$ cat src/rtl/ref_cache_req_arbiter_if.sv
// Requester / cache bundle for the reference-cache request arbiter.
// master = arbiter side, slave = requesters plus cache side.
interface ref_cache_req_arbiter_if #(
    parameter int COORD_W = 13,
    parameter int DIM_W   = 7
);
    logic                      req0_valid;
    logic                      req0_ready;
    logic signed [COORD_W-1:0] req0_x;
    logic signed [COORD_W-1:0] req0_y;
    logic        [DIM_W-1:0]   req0_w;
    logic        [DIM_W-1:0]   req0_h;

    logic                      req1_valid;
    logic                      req1_ready;
    logic signed [COORD_W-1:0] req1_x;
    logic signed [COORD_W-1:0] req1_y;
    logic        [DIM_W-1:0]   req1_w;
    logic        [DIM_W-1:0]   req1_h;

    logic                      cache_valid_in;
    logic                      cache_idle_in;
    logic signed [COORD_W-1:0] cache_x;
    logic signed [COORD_W-1:0] cache_y;
    logic        [DIM_W-1:0]   cache_w;
    logic        [DIM_W-1:0]   cache_h;
    logic                      cache_rsp_valid;

    logic                      rsp0_valid;
    logic                      rsp1_valid;

    modport master (
        input  req0_valid, req0_x, req0_y, req0_w, req0_h,
        input  req1_valid, req1_x, req1_y, req1_w, req1_h,
        input  cache_idle_in, cache_rsp_valid,
        output req0_ready, req1_ready,
        output cache_valid_in, cache_x, cache_y, cache_w, cache_h,
        output rsp0_valid, rsp1_valid
    );

    modport slave (
        output req0_valid, req0_x, req0_y, req0_w, req0_h,
        output req1_valid, req1_x, req1_y, req1_w, req1_h,
        output cache_idle_in, cache_rsp_valid,
        input  req0_ready, req1_ready,
        input  cache_valid_in, cache_x, cache_y, cache_w, cache_h,
        input  rsp0_valid, rsp1_valid
    );
endinterface

$ cat src/rtl/ref_cache_req_arbiter.sv
// Round-robin arbiter of two block requesters onto one reference cache,
// with an in-order tag FIFO that steers cache responses back.
module ref_cache_req_arbiter #(
    parameter  int COORD_W   = 13,
    parameter  int DIM_W     = 7,
    parameter  int TAG_DEPTH = 4,
    localparam int CNT_W     = $clog2(TAG_DEPTH) + 1
) (
    input  logic                  clk,
    input  logic                  reset,
    ref_cache_req_arbiter_if.master bus,
    output logic [CNT_W-1:0]      outstanding_cnt,
    output logic                  err_unexpected_rsp
);

    localparam int PTR_W = $clog2(TAG_DEPTH);
    localparam logic [CNT_W-1:0] FULL_CNT = CNT_W'(TAG_DEPTH);

    typedef enum logic {
        IDLE  = 1'b0,
        ISSUE = 1'b1
    } state_e;

    state_e                    state_q, state_d;
    logic                      last_q, last_d;
    logic                      tag_q, tag_d;
    logic signed [COORD_W-1:0] x_q, x_d;
    logic signed [COORD_W-1:0] y_q, y_d;
    logic        [DIM_W-1:0]   w_q, w_d;
    logic        [DIM_W-1:0]   h_q, h_d;
    logic [TAG_DEPTH-1:0]      fifo_q, fifo_d;
    logic [PTR_W-1:0]          wr_q, wr_d;
    logic [PTR_W-1:0]          rd_q, rd_d;
    logic [CNT_W-1:0]          cnt_q, cnt_d;
    logic                      err_q, err_d;

    logic full;
    logic empty;
    logic can_grant;
    logic gnt0;
    logic gnt1;
    logic accept;
    logic pop;
    logic head;

    // Grants and strobes are masked while reset is held high.
    always_comb begin
        full      = (cnt_q == FULL_CNT);
        empty     = (cnt_q == '0);
        can_grant = (state_q == IDLE) && !full && !reset;
        gnt0      = can_grant && bus.req0_valid
                    && (!bus.req1_valid || last_q);
        gnt1      = can_grant && bus.req1_valid && !gnt0;
        accept    = (state_q == ISSUE) && bus.cache_idle_in;
        pop       = bus.cache_rsp_valid && !empty && !reset;
        head      = fifo_q[rd_q];
    end

    always_ff @(posedge clk or posedge reset) begin
        if (reset) begin
            state_q <= IDLE;
        end else begin
            state_q <= state_d;
        end
    end

    always_comb begin
        state_d = state_q;
        unique case (state_q)
            IDLE: begin
                if (gnt0 || gnt1) begin
                    state_d = ISSUE;
                end
            end
            ISSUE: begin
                if (accept) begin
                    state_d = IDLE;
                end
            end
            default: state_d = IDLE;
        endcase
    end

    always_comb begin
        bus.cache_valid_in = (state_q == ISSUE);
        bus.req0_ready     = gnt0;
        bus.req1_ready     = gnt1;
        bus.rsp0_valid     = pop && !head;
        bus.rsp1_valid     = pop && head;
        bus.cache_x        = x_q;
        bus.cache_y        = y_q;
        bus.cache_w        = w_q;
        bus.cache_h        = h_q;
        outstanding_cnt    = cnt_q;
        err_unexpected_rsp = err_q;
    end

    always_comb begin
        last_d = last_q;
        tag_d  = tag_q;
        x_d    = x_q;
        y_d    = y_q;
        w_d    = w_q;
        h_d    = h_q;
        if (gnt0) begin
            x_d    = bus.req0_x;
            y_d    = bus.req0_y;
            w_d    = bus.req0_w;
            h_d    = bus.req0_h;
            tag_d  = 1'b0;
            last_d = 1'b0;
        end else if (gnt1) begin
            x_d    = bus.req1_x;
            y_d    = bus.req1_y;
            w_d    = bus.req1_w;
            h_d    = bus.req1_h;
            tag_d  = 1'b1;
            last_d = 1'b1;
        end
    end

    // Pop reads fifo_q, so a same-cycle push never shadows the head.
    always_comb begin
        fifo_d = fifo_q;
        wr_d   = wr_q;
        rd_d   = rd_q;
        cnt_d  = cnt_q;
        if (accept) begin
            fifo_d[wr_q] = tag_q;
            wr_d         = wr_q + 1'b1;
        end
        if (pop) begin
            rd_d = rd_q + 1'b1;
        end
        unique case ({accept, pop})
            2'b10:   cnt_d = cnt_q + 1'b1;
            2'b01:   cnt_d = cnt_q - 1'b1;
            default: cnt_d = cnt_q;
        endcase
        err_d = err_q || (bus.cache_rsp_valid && empty);
    end

    always_ff @(posedge clk or posedge reset) begin
        if (reset) begin
            last_q <= 1'b1;
            tag_q  <= 1'b0;
            x_q    <= '0;
            y_q    <= '0;
            w_q    <= '0;
            h_q    <= '0;
            fifo_q <= '0;
            wr_q   <= '0;
            rd_q   <= '0;
            cnt_q  <= '0;
            err_q  <= 1'b0;
        end else begin
            last_q <= last_d;
            tag_q  <= tag_d;
            x_q    <= x_d;
            y_q    <= y_d;
            w_q    <= w_d;
            h_q    <= h_d;
            fifo_q <= fifo_d;
            wr_q   <= wr_d;
            rd_q   <= rd_d;
            cnt_q  <= cnt_d;
            err_q  <= err_d;
        end
    end

endmodule

$ cat src/flat_wrapper.sv
// flat-port wrapper written by rule: the top's interface ports become plain ports
module ref_cache_req_arbiter_flat 
#(
    parameter  int COORD_W   = 13,
    parameter  int DIM_W     = 7,
    parameter  int TAG_DEPTH = 4,
    localparam int CNT_W     = $clog2(TAG_DEPTH) + 1
)
  (clk, reset, outstanding_cnt, err_unexpected_rsp, bus_req0_valid, bus_req0_x, bus_req0_y, bus_req0_w, bus_req0_h, bus_req1_valid, bus_req1_x, bus_req1_y, bus_req1_w, bus_req1_h, bus_cache_idle_in, bus_cache_rsp_valid, bus_req0_ready, bus_req1_ready, bus_cache_valid_in, bus_cache_x, bus_cache_y, bus_cache_w, bus_cache_h, bus_rsp0_valid, bus_rsp1_valid);
  ref_cache_req_arbiter_if #(.COORD_W(COORD_W), .DIM_W(DIM_W)) bus_i ();
  input  logic clk;
  input  logic reset;
  output logic [CNT_W-1:0] outstanding_cnt;
  output logic err_unexpected_rsp;
  input wire logic [$bits(bus_i.req0_valid)-1:0] bus_req0_valid;
  input wire logic [$bits(bus_i.req0_x)-1:0] bus_req0_x;
  input wire logic [$bits(bus_i.req0_y)-1:0] bus_req0_y;
  input wire logic [$bits(bus_i.req0_w)-1:0] bus_req0_w;
  input wire logic [$bits(bus_i.req0_h)-1:0] bus_req0_h;
  input wire logic [$bits(bus_i.req1_valid)-1:0] bus_req1_valid;
  input wire logic [$bits(bus_i.req1_x)-1:0] bus_req1_x;
  input wire logic [$bits(bus_i.req1_y)-1:0] bus_req1_y;
  input wire logic [$bits(bus_i.req1_w)-1:0] bus_req1_w;
  input wire logic [$bits(bus_i.req1_h)-1:0] bus_req1_h;
  input wire logic [$bits(bus_i.cache_idle_in)-1:0] bus_cache_idle_in;
  input wire logic [$bits(bus_i.cache_rsp_valid)-1:0] bus_cache_rsp_valid;
  output wire logic [$bits(bus_i.req0_ready)-1:0] bus_req0_ready;
  output wire logic [$bits(bus_i.req1_ready)-1:0] bus_req1_ready;
  output wire logic [$bits(bus_i.cache_valid_in)-1:0] bus_cache_valid_in;
  output wire logic [$bits(bus_i.cache_x)-1:0] bus_cache_x;
  output wire logic [$bits(bus_i.cache_y)-1:0] bus_cache_y;
  output wire logic [$bits(bus_i.cache_w)-1:0] bus_cache_w;
  output wire logic [$bits(bus_i.cache_h)-1:0] bus_cache_h;
  output wire logic [$bits(bus_i.rsp0_valid)-1:0] bus_rsp0_valid;
  output wire logic [$bits(bus_i.rsp1_valid)-1:0] bus_rsp1_valid;
  assign bus_i.req0_valid = bus_req0_valid;
  assign bus_i.req0_x = bus_req0_x;
  assign bus_i.req0_y = bus_req0_y;
  assign bus_i.req0_w = bus_req0_w;
  assign bus_i.req0_h = bus_req0_h;
  assign bus_i.req1_valid = bus_req1_valid;
  assign bus_i.req1_x = bus_req1_x;
  assign bus_i.req1_y = bus_req1_y;
  assign bus_i.req1_w = bus_req1_w;
  assign bus_i.req1_h = bus_req1_h;
  assign bus_i.cache_idle_in = bus_cache_idle_in;
  assign bus_i.cache_rsp_valid = bus_cache_rsp_valid;
  assign bus_req0_ready = bus_i.req0_ready;
  assign bus_req1_ready = bus_i.req1_ready;
  assign bus_cache_valid_in = bus_i.cache_valid_in;
  assign bus_cache_x = bus_i.cache_x;
  assign bus_cache_y = bus_i.cache_y;
  assign bus_cache_w = bus_i.cache_w;
  assign bus_cache_h = bus_i.cache_h;
  assign bus_rsp0_valid = bus_i.rsp0_valid;
  assign bus_rsp1_valid = bus_i.rsp1_valid;
  ref_cache_req_arbiter #(.COORD_W(COORD_W), .DIM_W(DIM_W), .TAG_DEPTH(TAG_DEPTH)) u_core (.clk(clk), .reset(reset), .bus(bus_i), .outstanding_cnt(outstanding_cnt), .err_unexpected_rsp(err_unexpected_rsp));
endmodule
$ cat config.mk
export PLATFORM = sky130hd
export DESIGN_NAME = ref_cache_req_arbiter_flat
export DESIGN_NICKNAME = d
export VERILOG_FILES = /design/src/rtl/ref_cache_req_arbiter_if.sv /design/src/rtl/ref_cache_req_arbiter.sv /design/src/flat_wrapper.sv
export SDC_FILE = /design/constraint.sdc
export NUM_CORES = 1
export LEC_CHECK = 0
export CORE_MARGIN = 5
export CORE_UTILIZATION = 45
export CTS_CLUSTER_DIAMETER = 30
export DETAILED_ROUTE_END_ITERATION = 16
export GPL_ROUTABILITY_DRIVEN = 1
export PLACE_DENSITY = 0.87
export SETUP_SLACK_MARGIN = 0.2
export SLEW_MARGIN = 10
export SYNTH_ARGS = -nofsm -noshare
export SYNTH_HDL_FRONTEND = slang
export SYNTH_SLANG_ARGS = --single-unit
$ cat constraint.sdc
create_clock -name clk -period 5.7 [get_ports clk]
set_clock_uncertainty 0.2 [all_clocks]
set_input_delay 1.71 -clock clk [delete_from_list [all_inputs] [get_ports clk]]
set_output_delay 1.71 -clock clk [all_outputs]
set_load 0.03 [all_outputs]
# After elaboration in Yosys (flattened, before gate mapping)
# Index checks and enable logic that the tools add are counted.
# classes
add_sub_neg	4
n_lt_le_gt_ge	3
eq_ne	3
muxes	19
n_bitwise	1
reduce_logical	25
# ops
operator	n
13-bit two-way mux	4
7-bit two-way mux	4
1-bit logical AND	13
1-bit zero test	6
2-bit by 3-bit < comparator with 1-bit output (second input constant)	2
1-bit two-way mux	6
3-bit one-hot mux with 2 select lines	1
2-bit by 1-bit adder with 2-bit output (second input constant)	2
4-bit bitwise mux	1
2-bit nonzero test	2
3-bit by 1-bit adder with 3-bit output (second input constant)	1
3-bit == test (second input constant)	1
3-bit zero test	1
1-bit logical OR	3
3-bit by 1-bit subtractor with 3-bit output (second input constant)	1
1-bit binary-select mux with 2-bit select	1
1-bit demux with 2-bit select	1
2-bit by 1-bit == test with 1-bit output (second input constant)	1
2-bit == test (second input constant)	1
2-bit by 1-bit greater-or-equal comparator with 1-bit output (second input constant)	1
1-bit one-hot mux with 2 select lines	1
1-bit inverter	1
# word_totals
register_bits	55
inputBits	86
out_inout_bits	49
wordCells	67

# Depth between registers and ports, before layout
# depth
depth_word	11
depth_mapped	8
mapped_depth_nobuf	8

# Least setup slack after synthesis
# Ideal clock, no wire load.
# synth_path
path_kind	input -> output
from	in reset
to	out bus_req0_ready
arrival_ns	2.919
required_ns	3.790
setup_slack_ns	0.871
stages	3
cell_sequence	or2_4 or2_1 nor3_1
# synth_via
elab_chain_len	4
# synth_lines
item	line	rtl
from (decl)	flat_wrapper.sv:12	input logic reset;
1-bit zero test	ref_cache_req_arbiter.sv:50	can_grant = (state_q == IDLE) && !full && !reset;
1-bit logical AND	ref_cache_req_arbiter.sv:50	
1-bit logical AND	ref_cache_req_arbiter.sv:51	gnt0 = can_grant && bus.req0_valid
1-bit logical AND	ref_cache_req_arbiter.sv:52	&& (!bus.req1_valid || last_q);
to (decl)	flat_wrapper.sv:27	output wire logic [$bits(bus_i.req0_ready)-1:0] bus_req0_ready;
# No other way between the ends.

# Final worst setup path
# layout_path
from	in reset
to	out bus_req1_ready
# layout_via
elab_chain_len	6
elab_cells_between_ends	7
# layout_lines
item	line	rtl
1-bit zero test *	ref_cache_req_arbiter.sv:50	
1-bit logical AND *	ref_cache_req_arbiter.sv:50	
1-bit logical AND	ref_cache_req_arbiter.sv:51	
1-bit logical AND	ref_cache_req_arbiter.sv:52	
1-bit zero test	ref_cache_req_arbiter.sv:53	gnt1 = can_grant && bus.req1_valid && !gnt0;
1-bit logical AND *	ref_cache_req_arbiter.sv:53	
to (decl)	flat_wrapper.sv:28	output wire logic [$bits(bus_i.req1_ready)-1:0] bus_req1_ready;
# Every way passes the cells marked *; elsewhere a longest branch is shown, timed or not.

==> impl_metrics.toml <==
[outcome]
status = "completed"

[sta]
tightestPinTransition_ns = 0.953
rsz0062_at_grt = "no"
relSlewSlack = 0.365
whs_ns = 0.266
hold_violations = 0
max_freq_ghz = 0.186
finalCriticalPeriod_ns = 5.39
fin_crit_sh = 0.946
drv_slew = 0
setup_viol = 0
finalSetupTns_ns = 0

[layout]
drive_gt1_frac = 0.211
final_util = 0.699
layout.nets = 428
areaGrowthSynthToFinish_pct = 52.2
antenna_cells = 0
fill_cells = 466
design_area_um2 = 4390
instances_no_fill = 414

[clock_network]
cts_buffers = 5
cts.sinks = 55
clock_latency_ns = 0.30
cts_tree = "done"
clkTransAtPathRegs_ns = 0.10
cts_root_buffer = "clkbuf_8"
cts_max_level = 2
clk_path_buf_depth = 2
hold_buffers = 0

[routing]
drt-pass1-iter-count = 4
drt-wirelength-per-cell_um = 19.1
routed_via_density = 5.76
drt-total-wl_um = 7910
drc_errors = 0
drt_iter0_drc = 66
num_vias = 2385
ant_nets = 0

[power_and_ir_drop]
p_sw_uw = 939
leakage_nw = 1.66
power_density_nw_per_um2 = 525
p_comb_frac = 0.568
swShare = 0.408
seqPwrFrac = 0.316
internal-power_mw = 1.36
clkPwrFrac = 0.116
irDropWorstVdd_mv = 0.328

[yosys]
synthDistinctLibCells = 33
synth_cells = 210
syn_area_um2 = 2880
ys_ff_latch = 55
ys_warn_count = 0
syn-num-nets = 302
ys_seq_area_frac = 0.478
avgSynthCellArea_um2 = 13.7

[hold_path]
hp-class = "reg -> reg"

[global_routing]
grt_use_total = 0.192
antenna_found_initial = 0
overflow = 0
grt_pass1_wl_um = 13000
grt_pass1_vias = 2534
grt_max_degree = 56

[placement]
dp_cells = 406
hpwl_um = 5640
gp_congestion = 0.775
io_buffer_count = 134
postPlaceCellArea_um2 = 4270

[flow_run]
maxCapViolCount = 0

[floorplan]
die_h_um = 90.0
initial_utilization = 0.459
boundaryPins = 135
coreArea_um2 = 6280
die_x_um = 90.0
dieArea_um2 = 8110
rows = 29

[critical_path]
startpoint_type = "primary input"
cp_data_required_time_ns = 3.79
critPathKind = "in -> out"
worstPathMaxFanout = 4
end_kind = "primary output"
worstPathArrival_ns = 3.48
## cell families after synthesis
family,after synthesis,share of synthesized area
muxes,7,0.0308
buffers and inverters,30,0.0516
DFF,55,0.478
adders and majority gates,6,0.0286
and+or+nand+nor,21,0.0486
xor gates and xnor gates,6,0.0182
AOI/OAI and AO/OA,85,0.344
## stage by stage
stage | setup slack [ns] | total power [mW]
after floorplan | 0.871 | 1.56
after CTS | 0.308 | 2.33
final | 0.310 | 2.30
after global routing | 0.240 | 2.43
after detailed placement | 0.205 | 2.06
after global placement | 0.166 | 2.02
## final cells by class
class	count	area (µm²)	share of cell area
clock buffer	6	82.6	0.0188
clock inverter	2	35.0	0.00799
sequential	55	1380	0.314
multi-input combinational	125	1370	0.313
tap	77	96.3	0.0220
timing repair buffer	141	1390	0.317
inverter	8	31.3	0.00713
## routing by layer
metal  vias to the layer above  share of wire  routed length [µm]  track usage
met5                         -              0                   0            0
met4                         0         0.0061                  48       0.0372
met3                         5          0.060                 475       0.0476
met2                        73           0.51                4050        0.332
met1                      1218           0.42                3340        0.244
li1                       1089              -                   -            -
## cell usage after synthesis
| master | count | area (µm²) |
|---|---|---|
| dfrtp_1 | 54 | 1350 |
| o2bb2ai_1 | 1 | 8.76 |
| clkbuf_1 | 13 | 48.8 |
| xnor2_1 | 2 | 17.5 |
| mux4_2 | 1 | 22.5 |
| buf_2 | 5 | 25.0 |
| or2_4 | 1 | 8.76 |
| xor2_1 | 4 | 35.0 |
| nor4bb_1 | 1 | 10.0 |
| nor3_4 | 1 | 16.3 |
| or3_1 | 1 | 6.26 |
| mux2_2 | 5 | 56.3 |
| nor3_1 | 2 | 10.0 |
| o32ai_1 | 40 | 350 |
| nand3_1 | 4 | 20.0 |
| buf_6 | 4 | 45.0 |
| nor2b_1 | 2 | 12.5 |
| a21bo_2 | 1 | 10.0 |
| a22o_1 | 1 | 8.76 |
| ha_1 | 5 | 62.6 |
| nand2_1 | 1 | 3.75 |
| nor3b_2 | 2 | 25.0 |
| dfstp_2 | 1 | 26.3 |
| nor2_1 | 4 | 15.0 |
| mux2i_1 | 1 | 10.0 |
| inv_1 | 7 | 26.3 |
| o22ai_1 | 1 | 6.26 |
| or2_1 | 1 | 6.26 |
| fa_1 | 1 | 20.0 |
| a2bb2oi_2 | 40 | 601 |
| inv_2 | 1 | 3.75 |
| a21o_1 | 1 | 7.51 |
| and2_1 | 1 | 6.26 |
## power by group through the flow
stage | sequential [mW] | clock, mW | combinational [mW]
floorplan | 1.02 | 0 | 0.540
global placement | 0.726 | 0 | 1.30
detailed placement | 0.739 | 0 | 1.32
CTS | 0.731 | 0.273 | 1.32
global route | 0.756 | 0.292 | 1.38
finish | 0.729 | 0.267 | 1.31
## flip-flops by register name, indices dropped and copies added (netlist names)
name,count
u_core.bus.cache_h,7
u_core.bus.cache_valid_in,1
u_core.bus.cache_w,7
u_core.bus.cache_x,13
u_core.bus.cache_y,13
u_core.err_unexpected_rsp,1
u_core.fifo_q,4
u_core.last_q,1
u_core.outstanding_cnt,3
u_core.rd_q,2
u_core.tag_q,1
u_core.wr_q,2
## worst max-delay path, cell delays in order
cell,delay (ns)
clkdlybuf4s50_1,0.42
or2_4,0.27
or2_1,0.28
nor2_1,0.11
clkdlybuf4s50_1,0.68
## cells in the final DEF (no fill, tap or decap), types with 2 or more instances in the layout
master	count
nor2_1	3
nand3_1	4
clkinv_2	2
mux2_2	5
o32ai_1	40
nor3b_2	2
a2bb2oi_2	40
clkdlybuf4s50_1	133
inv_1	6
clkbuf_8	6
xnor2_1	2
buf_4	7
ha_1	5
nor3_1	2
xor2_1	4
dfrtp_1	54
## repair_timing
item | in CTS | in global routing
endpoints found under the setup margin | 1 | 0
buffers inserted | 0 | 0
gates resized for setup | 1 | 0
## path summary, 6_finish.rpt
| path | slack [ns] | end | startpoint | cells after the start |
|---|---|---|---|---|
| hold / removal | 0.27 | u_core.err_unexpected_rsp | u_core.err_unexpected_rsp | 1 |
| hold reg to reg | 0.27 | u_core.err_unexpected_rsp | u_core.err_unexpected_rsp | 1 |
| setup / recovery | 0.31 | bus_req1_ready | reset | 5 |
| max in group asynchronous | 2.88 | u_core.bus.cache_h[4] | reset | 3 |
| setup reg to reg | 3.39 | u_core.bus.cache_h[0] | u_core.bus.cache_valid_in | 4 |
| min in group asynchronous | 1.86 | u_core.rd_q[0] | reset | 3 |
Note: power is estimated with default switching activity, not from simulation.
